### config.mk
export PLATFORM = sky130hd
export DESIGN_NAME = adc_multi_handoff_flat
export DESIGN_NICKNAME = d
export VERILOG_FILES = /design/src/rtl/adc_multi_handoff_pkg.sv /design/src/rtl/adc_multi_handoff_if.sv /design/src/rtl/adc_multi_handoff_sample_fifo.sv /design/src/rtl/adc_multi_handoff.sv /design/src/flat_wrapper.sv
export SDC_FILE = /design/constraint.sdc
export NUM_CORES = 1
export LEC_CHECK = 0
export ABC_CLOCK_PERIOD_IN_PS = 5700
export CORE_UTILIZATION = 35
export DETAILED_ROUTE_END_ITERATION = 8
export PLACE_DENSITY_LB_ADDON = 0.1
export RECOVER_POWER = 25
export SKIP_LAST_GASP = 1
export SLEW_MARGIN = 20
export SYNTH_ARGS = -nofsm -noshare
export SYNTH_HDL_FRONTEND = slang
export SYNTH_SLANG_ARGS = --single-unit
export TNS_END_PERCENT = 50
### constraint.sdc
create_clock -name clk -period 5.7 [get_ports clk]
set_input_delay 0.57 -clock clk [delete_from_list [all_inputs] [get_ports clk]]
set_output_delay 0.57 -clock clk [all_outputs]
set_load 0.01 [all_outputs]
### src/rtl/adc_multi_handoff_pkg.sv
// Shared types and helpers for the multi-channel ADC handoff block.
package adc_multi_handoff_pkg;

  localparam int unsigned DefaultAddrW = 9;
  localparam int unsigned DefaultDataW = 32;

  // Write-port arbiter states.
  typedef enum logic [0:0] {
    StIdle,
    StIssue
  } arb_state_e;

  // Byte address of word idx in channel ch's ring; callers truncate to the port width.
  function automatic logic [31:0] ring_addr(input int unsigned base,
                                            input int unsigned ch,
                                            input int unsigned ring_words,
                                            input int unsigned idx);
    return base + ((ch * ring_words + idx) << 2);
  endfunction

endpackage

### src/rtl/adc_multi_handoff_if.sv
// Memory write port: one request per cycle, held until the memory accepts it.
interface adc_multi_handoff_if
  import adc_multi_handoff_pkg::*;
#(
  parameter int unsigned ADDR_W = DefaultAddrW,
  parameter int unsigned DATA_W = DefaultDataW
) ();

  logic              wr_valid;
  logic              wr_ready;
  logic [ADDR_W-1:0] wr_addr;
  logic [DATA_W-1:0] wr_data;

  modport master (
    output wr_valid,
    output wr_addr,
    output wr_data,
    input  wr_ready
  );

  modport slave (
    input  wr_valid,
    input  wr_addr,
    input  wr_data,
    output wr_ready
  );

endinterface

### src/rtl/adc_multi_handoff_sample_fifo.sv
// Per-channel sample FIFO; a push into a full FIFO is accepted only when it pops that cycle.
module adc_multi_handoff_sample_fifo #(
  parameter int unsigned SAMPLE_W   = 16,
  parameter int unsigned FIFO_DEPTH = 4
) (
  input  logic                clk,
  input  logic                reset,
  input  logic                push,
  input  logic                pop,
  input  logic [SAMPLE_W-1:0] wdata,
  output logic [SAMPLE_W-1:0] head,
  output logic                full,
  output logic                empty
);

  localparam int unsigned PtrW = (FIFO_DEPTH > 1) ? $clog2(FIFO_DEPTH) : 1;

  logic [SAMPLE_W-1:0] mem_q [FIFO_DEPTH];
  logic [PtrW-1:0]     wptr_q;
  logic [PtrW-1:0]     rptr_q;
  logic [PtrW:0]       count_q;
  logic                do_push;
  logic                do_pop;

  assign full    = (count_q == (PtrW + 1)'(FIFO_DEPTH));
  assign empty   = (count_q == '0);
  assign do_pop  = pop && !empty;
  assign do_push = push && (!full || do_pop);
  assign head    = mem_q[rptr_q];

  // Pointer and occupancy tracking.
  always_ff @(posedge clk) begin
    if (reset) begin
      wptr_q  <= '0;
      rptr_q  <= '0;
      count_q <= '0;
    end else begin
      if (do_push) wptr_q <= wptr_q + PtrW'(1);
      if (do_pop)  rptr_q <= rptr_q + PtrW'(1);
      count_q <= count_q + (PtrW + 1)'(do_push) - (PtrW + 1)'(do_pop);
    end
  end

  // Sample storage; contents are don't-care while empty, so no reset.
  always_ff @(posedge clk) begin
    if (do_push) mem_q[wptr_q] <= wdata;
  end

endmodule

### src/rtl/adc_multi_handoff.sv
// Multi-channel ADC capture: per-channel FIFOs drained round-robin into per-channel
// memory rings through a single write port, with one-shot and wrap capture modes.
module adc_multi_handoff
  import adc_multi_handoff_pkg::*;
#(
  parameter int unsigned NCH        = 4,
  parameter int unsigned SAMPLE_W   = 16,
  parameter int unsigned DATA_W     = DefaultDataW,
  parameter int unsigned ADDR_W     = DefaultAddrW,
  parameter int unsigned FIFO_DEPTH = 4,
  parameter int unsigned RING_WORDS = 16,
  parameter int unsigned BASE_ADDR  = 0
) (
  input  logic                    clk,
  input  logic                    reset,
  input  logic                    enable,
  input  logic                    oneshot,
  input  logic [NCH-1:0]          ch_valid,
  input  logic [NCH*SAMPLE_W-1:0] ch_data,
  adc_multi_handoff_if.master     wr,
  output logic [NCH-1:0]          ch_done,
  output logic [NCH-1:0]          overflow,
  output logic                    busy
);

  localparam int unsigned ChW  = (NCH > 1) ? $clog2(NCH) : 1;
  localparam int unsigned IdxW = (RING_WORDS > 1) ? $clog2(RING_WORDS) : 1;

  logic [NCH-1:0]      fifo_push;
  logic [NCH-1:0]      fifo_pop;
  logic [NCH-1:0]      fifo_full;
  logic [NCH-1:0]      fifo_empty;
  logic [SAMPLE_W-1:0] fifo_head [NCH];

  arb_state_e          state_q;
  logic [ChW-1:0]      rr_q;
  logic [ChW-1:0]      grant_q;
  logic [IdxW-1:0]     idx_q [NCH];
  logic [IdxW-1:0]     idx_d [NCH];
  logic [NCH-1:0]      done_q;
  logic [NCH-1:0]      done_d;
  logic [NCH-1:0]      ovf_q;
  logic [NCH-1:0]      ovf_set;
  logic [NCH-1:0]      elig;
  logic                wr_valid_q;
  logic [ADDR_W-1:0]   wr_addr_q;
  logic [DATA_W-1:0]   wr_data_q;

  logic                hs;
  logic                can_issue;
  logic                issue;
  logic [ChW-1:0]      start;
  logic [ChW-1:0]      pick;
  logic [ADDR_W-1:0]   next_addr;
  logic [DATA_W-1:0]   next_data;

  function automatic logic [ChW-1:0] rr_next(input logic [ChW-1:0] g);
    return (32'(g) == NCH - 1) ? '0 : g + ChW'(1);
  endfunction

  // First set bit of mask at or after from, wrapping modulo NCH.
  function automatic logic [ChW-1:0] rr_pick(input logic [NCH-1:0] mask,
                                             input logic [ChW-1:0] from);
    logic [ChW-1:0] res;
    logic           found;
    int unsigned    c;
    res   = from;
    found = 1'b0;
    for (int unsigned k = 0; k < NCH; k++) begin
      c = 32'(from) + k;
      if (c >= NCH) c = c - NCH;
      if (!found && mask[ChW'(c)]) begin
        found = 1'b1;
        res   = ChW'(c);
      end
    end
    return res;
  endfunction

  // One FIFO per channel.
  for (genvar c = 0; c < NCH; c++) begin : g_ch
    adc_multi_handoff_sample_fifo #(
      .SAMPLE_W  (SAMPLE_W),
      .FIFO_DEPTH(FIFO_DEPTH)
    ) u_fifo (
      .clk  (clk),
      .reset(reset),
      .push (fifo_push[c]),
      .pop  (fifo_pop[c]),
      .wdata(ch_data[c*SAMPLE_W +: SAMPLE_W]),
      .head (fifo_head[c]),
      .full (fifo_full[c]),
      .empty(fifo_empty[c])
    );
  end

  // Ring index and one-shot completion for the write retiring this cycle.
  always_comb begin
    hs     = wr_valid_q && wr.wr_ready;
    idx_d  = idx_q;
    done_d = done_q;
    if (hs) begin
      if (idx_q[grant_q] == IdxW'(RING_WORDS - 1)) begin
        idx_d[grant_q] = '0;
        // oneshot is looked at only on wrap, so a mid-capture change waits for the next wrap.
        if (oneshot) done_d[grant_q] = 1'b1;
      end else begin
        idx_d[grant_q] = idx_q[grant_q] + IdxW'(1);
      end
    end
  end

  // Grant selection, FIFO pops/pushes and overflow detection.
  always_comb begin
    // A channel finishing on this handshake is excluded so it cannot be granted back-to-back.
    elig      = ~fifo_empty & ~done_d;
    start     = hs ? rr_next(grant_q) : rr_q;
    pick      = rr_pick(elig, start);
    can_issue = (state_q == StIdle) || hs;
    issue     = can_issue && (|elig);
    next_addr = ADDR_W'(ring_addr(BASE_ADDR, 32'(pick), RING_WORDS, 32'(idx_d[pick])));
    next_data = DATA_W'(fifo_head[pick]);
    fifo_pop  = '0;
    fifo_push = '0;
    ovf_set   = '0;
    for (int unsigned c = 0; c < NCH; c++) begin
      // Completed channels drain their leftovers one per cycle without writing them.
      fifo_pop[c]  = (issue && (pick == ChW'(c))) || (done_q[c] && !fifo_empty[c]);
      fifo_push[c] = enable && ch_valid[c] && !done_q[c];
      ovf_set[c]   = fifo_push[c] && fifo_full[c] && !fifo_pop[c];
    end
  end

  // Arbiter FSM with registered write-port outputs and sticky status.
  always_ff @(posedge clk) begin
    if (reset) begin
      state_q    <= StIdle;
      rr_q       <= '0;
      grant_q    <= '0;
      done_q     <= '0;
      ovf_q      <= '0;
      wr_valid_q <= 1'b0;
      wr_addr_q  <= '0;
      wr_data_q  <= '0;
      for (int unsigned c = 0; c < NCH; c++) idx_q[c] <= '0;
    end else begin
      idx_q  <= idx_d;
      done_q <= done_d;
      ovf_q  <= ovf_q | ovf_set;
      if (hs) rr_q <= rr_next(grant_q);
      case (state_q)
        StIdle: begin
          if (issue) begin
            grant_q    <= pick;
            wr_valid_q <= 1'b1;
            wr_addr_q  <= next_addr;
            wr_data_q  <= next_data;
            state_q    <= StIssue;
          end
        end
        StIssue: begin
          if (hs) begin
            if (issue) begin
              grant_q    <= pick;
              wr_addr_q  <= next_addr;
              wr_data_q  <= next_data;
            end else begin
              wr_valid_q <= 1'b0;
              state_q    <= StIdle;
            end
          end
        end
        default: state_q <= StIdle;
      endcase
    end
  end

  assign wr.wr_valid = wr_valid_q;
  assign wr.wr_addr  = wr_addr_q;
  assign wr.wr_data  = wr_data_q;
  assign ch_done     = done_q;
  assign overflow    = ovf_q;
  assign busy        = (|(~fifo_empty)) | wr_valid_q;

endmodule

### src/flat_wrapper.sv
// flat-port wrapper written by rule: the top's interface ports become plain ports
module adc_multi_handoff_flat import adc_multi_handoff_pkg::*;
#(
  parameter int unsigned NCH        = 4,
  parameter int unsigned SAMPLE_W   = 16,
  parameter int unsigned DATA_W     = DefaultDataW,
  parameter int unsigned ADDR_W     = DefaultAddrW,
  parameter int unsigned FIFO_DEPTH = 4,
  parameter int unsigned RING_WORDS = 16,
  parameter int unsigned BASE_ADDR  = 0
)
  (clk, reset, enable, oneshot, ch_valid, ch_data, ch_done, overflow, busy, wr_wr_valid, wr_wr_addr, wr_wr_data, wr_wr_ready);
  adc_multi_handoff_if #(.ADDR_W(ADDR_W), .DATA_W(DATA_W)) wr_i ();
  input  logic clk;
  input  logic reset;
  input  logic enable;
  input  logic oneshot;
  input  logic [NCH-1:0] ch_valid;
  input  logic [NCH*SAMPLE_W-1:0] ch_data;
  output logic [NCH-1:0] ch_done;
  output logic [NCH-1:0] overflow;
  output logic busy;
  output wire logic [$bits(wr_i.wr_valid)-1:0] wr_wr_valid;
  output wire logic [$bits(wr_i.wr_addr)-1:0] wr_wr_addr;
  output wire logic [$bits(wr_i.wr_data)-1:0] wr_wr_data;
  input wire logic [$bits(wr_i.wr_ready)-1:0] wr_wr_ready;
  assign wr_wr_valid = wr_i.wr_valid;
  assign wr_wr_addr = wr_i.wr_addr;
  assign wr_wr_data = wr_i.wr_data;
  assign wr_i.wr_ready = wr_wr_ready;
  adc_multi_handoff #(.NCH(NCH), .SAMPLE_W(SAMPLE_W), .DATA_W(DATA_W), .ADDR_W(ADDR_W), .FIFO_DEPTH(FIFO_DEPTH), .RING_WORDS(RING_WORDS), .BASE_ADDR(BASE_ADDR)) u_core (.clk(clk), .reset(reset), .enable(enable), .oneshot(oneshot), .ch_valid(ch_valid), .ch_data(ch_data), .wr(wr_i), .ch_done(ch_done), .overflow(overflow), .busy(busy));
endmodule
==> run metrics, run 1 <==
run status finished, final reports clean; Die Outline Area 41,870 sq um; antenna-violating nets left 0; count of flip-flops with a built-in enable after synthesis between 200 and 300; Startpoint Class register; category of the most critical setup path reg2reg; number of global-route vias before repair roughly 8,000; clock tree skew after final layout between 0.01 and 0.015 ns; final worst path period need between 4 and 5 ns; hold buffer count at CTS 0; number of library cell types mapped by synthesis between 60 and 70; top flip-flop cell by instance count after synthesis sky130_fd_sc_hd__edfxtp_1; vertical extent of the die approximately 200 um; Post-Place Cell Area roughly 16,000 sq um; Detailed Routing Iterations Pass 1 5; Reg-to-Reg Start u_core.grant_q[0]; YS warnings 0; setup violators final 0; initial detailed-routing violation count between 500 and 600; arrival time at the worst endpoint approximately 5.3 ns; Leak Pwr slightly below 6 nW; total congestion overflow 0; effective utilization at floorplan 0.3583; std cell rows 73; Antenna Cells 0; sequential element share of the synthesized area 0.6548; total wire length after detailed routing 33,020 um; # fillers between 3,000 and 4,000; Worst R2R Path Depth 18; total routing resource utilization after global routing 0.1621; Power Density 480.8 nW/um^2; worst hold path cell count 2; element type at the critical path end register; cell area after layout between 15,000 and 20,000 sq um; Core Region between 40,000 and 50,000 sq um; half-perimeter wire length of the detailed placement result 22,130 um; GPL Wtd Cong between 0.7 and 0.8; number of antenna violations at the first check in global routing 1; count of maximum capacitance violations 0; Final Hold Vio Count 0; worst-path maximum fanout 12; Synth Area per Inst about 16 sq um; Slew Limit Headroom 0.3621; clock insertion delay at the later pin of the skew report 0.54 ns; register-to-register setup slack around 0.8 ns; # resized after CTS 0; Hold EP u_core.overflow[0]; share of flip-flops with an asynchronous set or reset after synthesis 0; flop and latch count out of synthesis 342; area growth from synthesis to layout 20.02%; DRC errors left 0; buffer type at the clock tree root sky130_fd_sc_hd__clkbuf_16; routed wire length per instance roughly 21 um; critical register-to-register path endpoint u_core.g_ch[1].u_fifo.count_q[2]; total of buffers placed on input and output ports 104; wire length of the first global-routing pass between 40,000 and 50,000 um; RSZ-0062 raised after global routing false; Mapped Cells 911; number of top-level design ports between 100 and 150; fin crit share 0.8636; Hold Path Origin u_core.overflow[0]; clock buffer count from CTS 39; fraction of final layout cells with drive strength greater than 1 0.1883; fin nets 1,143; final slew viol count 0; data required time at the worst endpoint about 6.1 ns; Max clock buf depth 3; post-CTS setup buffer count 0; worst supply voltage drop on vdd 0.2308 mV; count of vias placed by the detailed router just under 8,000; aggregate negative setup slack 0 ns; Post-Synthesis Cell Area 14,370 sq um; Avg Vias per Cell 4.960; Clock Pin Slew Worst Setup and Hold Paths about 0.050 ns; die span in x approximately 200 um; maximum clock rate between 200 and 250 MHz; transition time of the tightest slew-check pin between 0.9 and 1 ns; largest net degree at the start of global routing 67; CTS tree yes; Sink Count 342; number of H-tree levels 2; type of the tightest min-delay check reg2reg
[synth_stat cells, types with 25 or more instances]
| cell type | number | area [sq um] |
|---|---|---|
| sky130_fd_sc_hd__ha_1 | 29 | 362.9 |
| sky130_fd_sc_hd__a21oi_1 | 29 | 145.1 |
| sky130_fd_sc_hd__edfxtp_1 | 256 | 7687 |
| sky130_fd_sc_hd__inv_1 | 33 | 123.9 |
| sky130_fd_sc_hd__nor2_1 | 64 | 240.2 |
| sky130_fd_sc_hd__dfxtp_1 | 86 | 1722 |
| sky130_fd_sc_hd__mux2_2 | 25 | 281.5 |
| sky130_fd_sc_hd__clkbuf_1 | 25 | 93.84 |
| sky130_fd_sc_hd__nand3_1 | 25 | 125.1 |
| sky130_fd_sc_hd__mux4_2 | 67 | 1509 |
| sky130_fd_sc_hd__nand2_1 | 32 | 120.1 |
[worst max-delay path by stage]
stage / from / end / slack, ns / cells after the start
floorplan: u_core.grant_q[0] / u_core.g_ch[1].u_fifo.count_q[2] / 1.32 / 19
global placement: u_core.grant_q[0] / u_core.g_ch[1].u_fifo.count_q[2] / 0.82 / 18
detailed placement: u_core.grant_q[0] / u_core.g_ch[1].u_fifo.count_q[2] / 0.74 / 18
CTS: u_core.grant_q[0] / u_core.g_ch[1].u_fifo.count_q[2] / 0.74 / 18
global route: u_core.grant_q[0] / u_core.g_ch[1].u_fifo.count_q[2] / 0.46 / 18
finish: u_core.grant_q[0] / u_core.g_ch[1].u_fifo.count_q[2] / 0.78 / 18
[metal layers]
metal,GRT usage,vias up,part of all wire
met4,0.04158,2,0.017
li1,-,3717,-
met3,0.03468,42,0.043
met5,0,-,0.00051
met1,0.2265,3932,0.47
met2,0.2554,178,0.47
[sequential cells by signal (all words and copies together), names as in the netlist, named ones only]
signal / flops
u_core.g_ch.u_fifo.mem_q: 256
u_core.idx_q: 16
u_core.wr.wr_data: 16
u_core.g_ch.u_fifo.count_q: 12
u_core.g_ch.u_fifo.rptr_q: 8
u_core.g_ch.u_fifo.wptr_q: 8
u_core.ch_done: 4
u_core.overflow: 4
u_core.wr.wr_addr: 4
u_core.grant_q: 2
u_core.rr_q: 2
u_core.state_q: 1
u_core.wr.wr_valid: 1
[worst max-delay path, cell delays in order, from the launching register on]
cell	delay [ns]
sky130_fd_sc_hd__dfxtp_1	0.62
sky130_fd_sc_hd__mux4_2	0.61
sky130_fd_sc_hd__ha_1	0.27
sky130_fd_sc_hd__nand2b_1	0.13
sky130_fd_sc_hd__o22ai_4	0.11
sky130_fd_sc_hd__a31oi_4	0.25
sky130_fd_sc_hd__nand2_1	0.15
sky130_fd_sc_hd__a221o_1	0.42
sky130_fd_sc_hd__or3_4	0.52
sky130_fd_sc_hd__o31ai_4	0.38
sky130_fd_sc_hd__inv_1	0.08
sky130_fd_sc_hd__ha_1	0.29
sky130_fd_sc_hd__inv_1	0.06
sky130_fd_sc_hd__ha_1	0.13
sky130_fd_sc_hd__inv_1	0.04
sky130_fd_sc_hd__fa_1	0.36
sky130_fd_sc_hd__xor2_1	0.16
sky130_fd_sc_hd__xnor2_1	0.13
sky130_fd_sc_hd__nor2_1	0.05
[cell type report]
cell class / instances / area, sq um / share of cell area
Clock buffer: 47 / 1040 / 0.06029
Clock inverter: 19 / 221.5 / 0.01284
Inverter: 33 / 123.9 / 0.007183
Multi-Input combinational cell: 489 / 4548 / 0.2637
Sequential cell: 342 / 9409 / 0.5456
Tap cell: 525 / 656.9 / 0.03809
Timing Repair Buffer: 132 / 1246 / 0.07226
[logic make-up (layout without fill, tap and decap cells)]
logic type | after synthesis | count (layout) | share of synthesized area
flops | 342 | 342 | 0.6548
compound gates | 118 | 118 | 0.06400
simple gates | 194 | 194 | 0.06853
mux | 115 | 115 | 0.1410
xor+xnor | 10 | 10 | 0.006096
other cells | 1 | 19 | 0.0002610
buf+inv | 98 | 231 | 0.03448
fa+ha+maj | 33 | 33 | 0.03083
[cells in the final DEF (no fill, tap or decap), types with 24 or more instances in the layout]
cell / count
sky130_fd_sc_hd__ha_1: 29
sky130_fd_sc_hd__inv_1: 33
sky130_fd_sc_hd__dfxtp_1: 86
sky130_fd_sc_hd__mux4_2: 67
sky130_fd_sc_hd__clkbuf_16: 39
sky130_fd_sc_hd__mux2_2: 25
sky130_fd_sc_hd__clkdlybuf4s50_1: 63
sky130_fd_sc_hd__and2_1: 24
sky130_fd_sc_hd__o21ai_0: 24
sky130_fd_sc_hd__edfxtp_1: 256
sky130_fd_sc_hd__nand2_1: 32
sky130_fd_sc_hd__nand3_1: 25
sky130_fd_sc_hd__a21oi_1: 29
sky130_fd_sc_hd__nor2_1: 63
sky130_fd_sc_hd__dlygate4sd3_1: 40
sky130_fd_sc_hd__buf_4: 28
[where the power goes]
group,internal (mW),switching [mW]
sequential,2.98,0.197
clock,1.52,0.971
combinational,1.13,1.49
[metrics by stage]
| stage | total power, mW | utilization | hold WS [ns] | setup WS, ns | instances |
|---|---|---|---|---|---|
| 4_1_cts | 8.424 | 0.4301 | 0.4541 | 0.7428 | 1587 |
| 5_1_grt | 8.745 | 0.4301 | 0.4854 | 0.4588 | 1587 |
| 3_5_place_dp | 5.909 | 0.3986 | 0.4453 | 0.7387 | 1521 |
| 3_3_place_gp | 5.908 | 0.3986 | 0.4385 | 0.8203 | 1521 |
| 2_1_floorplan | 5.013 | - | 0.4616 | 1.315 | 929 |
| 6_report | 8.291 | 0.4301 | 0.4518 | 0.7777 | 1587 |
Note: power is estimated with default switching activity, not from simulation.
==> inputs of run 2 (changes only) <==
SLEW_MARGIN = default   (was 20)
==> results of run 2 <==
Same layout as run 1: the final DEF is identical, and so are final timing and power.
==> inputs of run 3 (changes only) <==
ABC_CLOCK_PERIOD_IN_PS = 4310   (was 5700)
HOLD_SLACK_MARGIN = 0.12   (was default)
clock period = 4.31 ns   (was 5.7 ns; I/O delays follow)
==> run 3 against run 2 <==
Effect of this change:
- clock skew fell by 0.0010 ns
- non-clock buffer count rose by 25
- utilization rose by 0.51 points
- critical path depth did not move
- cell area rose by 1.2%
==> run metrics, run 3 (same netlist as run 1, synthesis figures left out) <==
total routing resource utilization after global routing 0.1623; aggregate negative setup slack 0 ns; number of global-route vias before repair 8,122; Startpoint Class register; CP startpoint u_core.grant_q[0]; most used cells in the layout excluding fill and tap cells 256 x sky130_fd_sc_hd__edfxtp_1, 85 x sky130_fd_sc_hd__dfxtp_1, 67 x sky130_fd_sc_hd__mux4_2; die span in x about 200 um; final slew viol count 0; buffer type at the clock tree root sky130_fd_sc_hd__clkbuf_16; number of top-level design ports about 120; clock tree skew after final layout approximately 0.013 ns; Top Metal Used met4; type of the tightest min-delay check reg2reg; GPL Wtd Cong 0.8264; total wire length after detailed routing about 33,000 um; Max clock buf depth 3; clock buffer count from CTS 38; count of vias placed by the detailed router a little under 8,000; fin crit share 0.9573; final hold slack 0.4544 ns; transition time of the tightest slew-check pin 0.9979 ns; final worst path period need just over 4 ns; data required time at the worst endpoint about 4.7 ns; number of H-tree levels 2; number of antenna violations at the first check in global routing 3; vertical extent of the die between 200 and 250 um; Avg Vias per Cell 4.934; Sink Count around 340; total congestion overflow 0; total of buffers placed on input and output ports roughly 100; Detailed Routing Iterations Pass 1 5; Leak Pwr slightly below 6 nW; routed length on met1 15,160 um; worst supply voltage drop on vdd between 0.3 and 0.4 mV; placement-stage worst setup slack -0.01141 ns; longest individual stage delay on the worst path between 0.4 and 0.5 ns; Final Hold Vio Count 0; CTS tree yes; std cell rows 73; list of cells traversed by the critical path mux4_2, ha_4, nand2_4, o22ai_4, and4_4, o211ai_1, a221o_1, or3_4, buf_6, o21ai_4, ha_1, inv_1, ha_1, inv_1, fa_1, xor2_1, xnor2_1, nor2_1; Hold Path Origin u_core.overflow[1]; routed length on met3 between 1500 and 2000 um; RSZ-0062 raised after global routing true; Setup WS post-layout 0.1840 ns; Core Region ~40,000 sq um; arrival time at the worst endpoint 4.51 ns; Reg with most FFs u_core.g_ch.u_fifo.mem_q; initial detailed-routing violation count 470; wire length of the first global-routing pass 50,230 um; effective utilization at floorplan 0.3583; DRC errors left 0; Die Outline Area 41,870 sq um; met2 layer wire length in the routed design 16,040 um; setup violators final 0; maximum clock rate ~240 MHz; commonest non-fill, non-tap cell in the layout sky130_fd_sc_hd__edfxtp_1; Slew Limit Headroom 0.3338; fin nets roughly 1,200; Clock Pin Slew Worst Setup and Hold Paths roughly 0.06 ns; largest net degree at the start of global routing 67; run status finished, final reports clean; area growth from synthesis to layout 21.43%; category of the most critical setup path reg2reg; Critical-path top delay cell sky130_fd_sc_hd__or3_4; Power Density about 630 nW/um^2; worst-path maximum fanout 6; clock insertion delay at the later pin of the skew report roughly 0.53 ns; count of maximum capacitance violations 0; routed wire length per instance just over 20 um; element type at the critical path end register; antenna-violating nets left 0; half-perimeter wire length of the detailed placement result 22,470 um; fraction of final layout cells with drive strength greater than 1 0.2136; # fillers around 3,600; flip-flop count of the largest register, all copies and words added approximately 260; Reg-to-Reg Start u_core.grant_q[0]
[run 3: changes by cell type in the layout (fill, tap and decap cells not counted), sizes merged]
cell	change
diode	+1
bufinv	-1
clkbuf	-1
dlygate4sd3	-1
buf	+25
clkinv	+1
clkdlybuf4s50	+1
[run 3: layout make-up]
class | count | area [sq um] | area share
tap | 525 | 656.9 | 0.03765
clock buffer | 46 | 1012 | 0.05801
inverter | 33 | 123.9 | 0.007099
multi-input combinational | 489 | 4608 | 0.2641
timing repair buffer | 157 | 1438 | 0.08240
antenna | 1 | 2.502 | 0.0001434
clock inverter | 19 | 193.9 | 0.01112
sequential | 342 | 9413 | 0.5395
[run 3: where the power goes]
| group | internal, mW | leakage (nW) | switching, mW |
|---|---|---|---|
| Combinational | 1.65 | 2.34 | 2.06 |
| Clock | 1.90 | 0.593 | 1.26 |
| Sequential | 3.94 | 3.03 | 0.270 |
| Total | 7.49 | 5.96 | 3.59 |
[run 3: path summary, 6_finish.rpt]
kind | endpoint | slack, ns | cells after the start
min | u_core.overflow[1] | 0.45 | 2
max | u_core.g_ch[1].u_fifo.count_q[2] | 0.18 | 18
min reg2reg | u_core.overflow[1] | 0.45 | 2
max reg2reg | u_core.g_ch[1].u_fifo.count_q[2] | 0.18 | 18
[run 3: critical path: cells and delay by family (launching register included)]
family,cells,cell delay [ns]
buf+inv,3,0.27
flops,1,0.36
mux,1,0.39
compound gates,4,0.87
simple gates,4,0.86
fa+ha+maj,4,0.93
xor+xnor,2,0.30
[run 3: timing repair]
item	4_1_cts	5_1_grt
hold buffers	0	0
resized for setup	0	11
setup buffers	0	5
endpoints found under the setup margin	0	6
[run 3: through the flow]
| step | area [sq um] | total power, mW | instances | utilization |
|---|---|---|---|---|
| after floorplan | 14470 | 6.640 | 929 | - |
| after global placement | 16160 | 7.995 | 1541 | 0.4030 |
| after detailed placement | 16160 | 7.999 | 1541 | 0.4030 |
| after CTS | 17370 | 11.19 | 1606 | 0.4331 |
| after global routing | 17450 | 11.69 | 1611 | 0.4351 |
| final | 17450 | 11.08 | 1612 | 0.4351 |
[run 3: metal layers]
metal	track usage	vias up
met5	0	-
met4	0.04344	0
met3	0.03245	50
met2	0.2644	163
met1	0.2201	3988
li1	-	3753
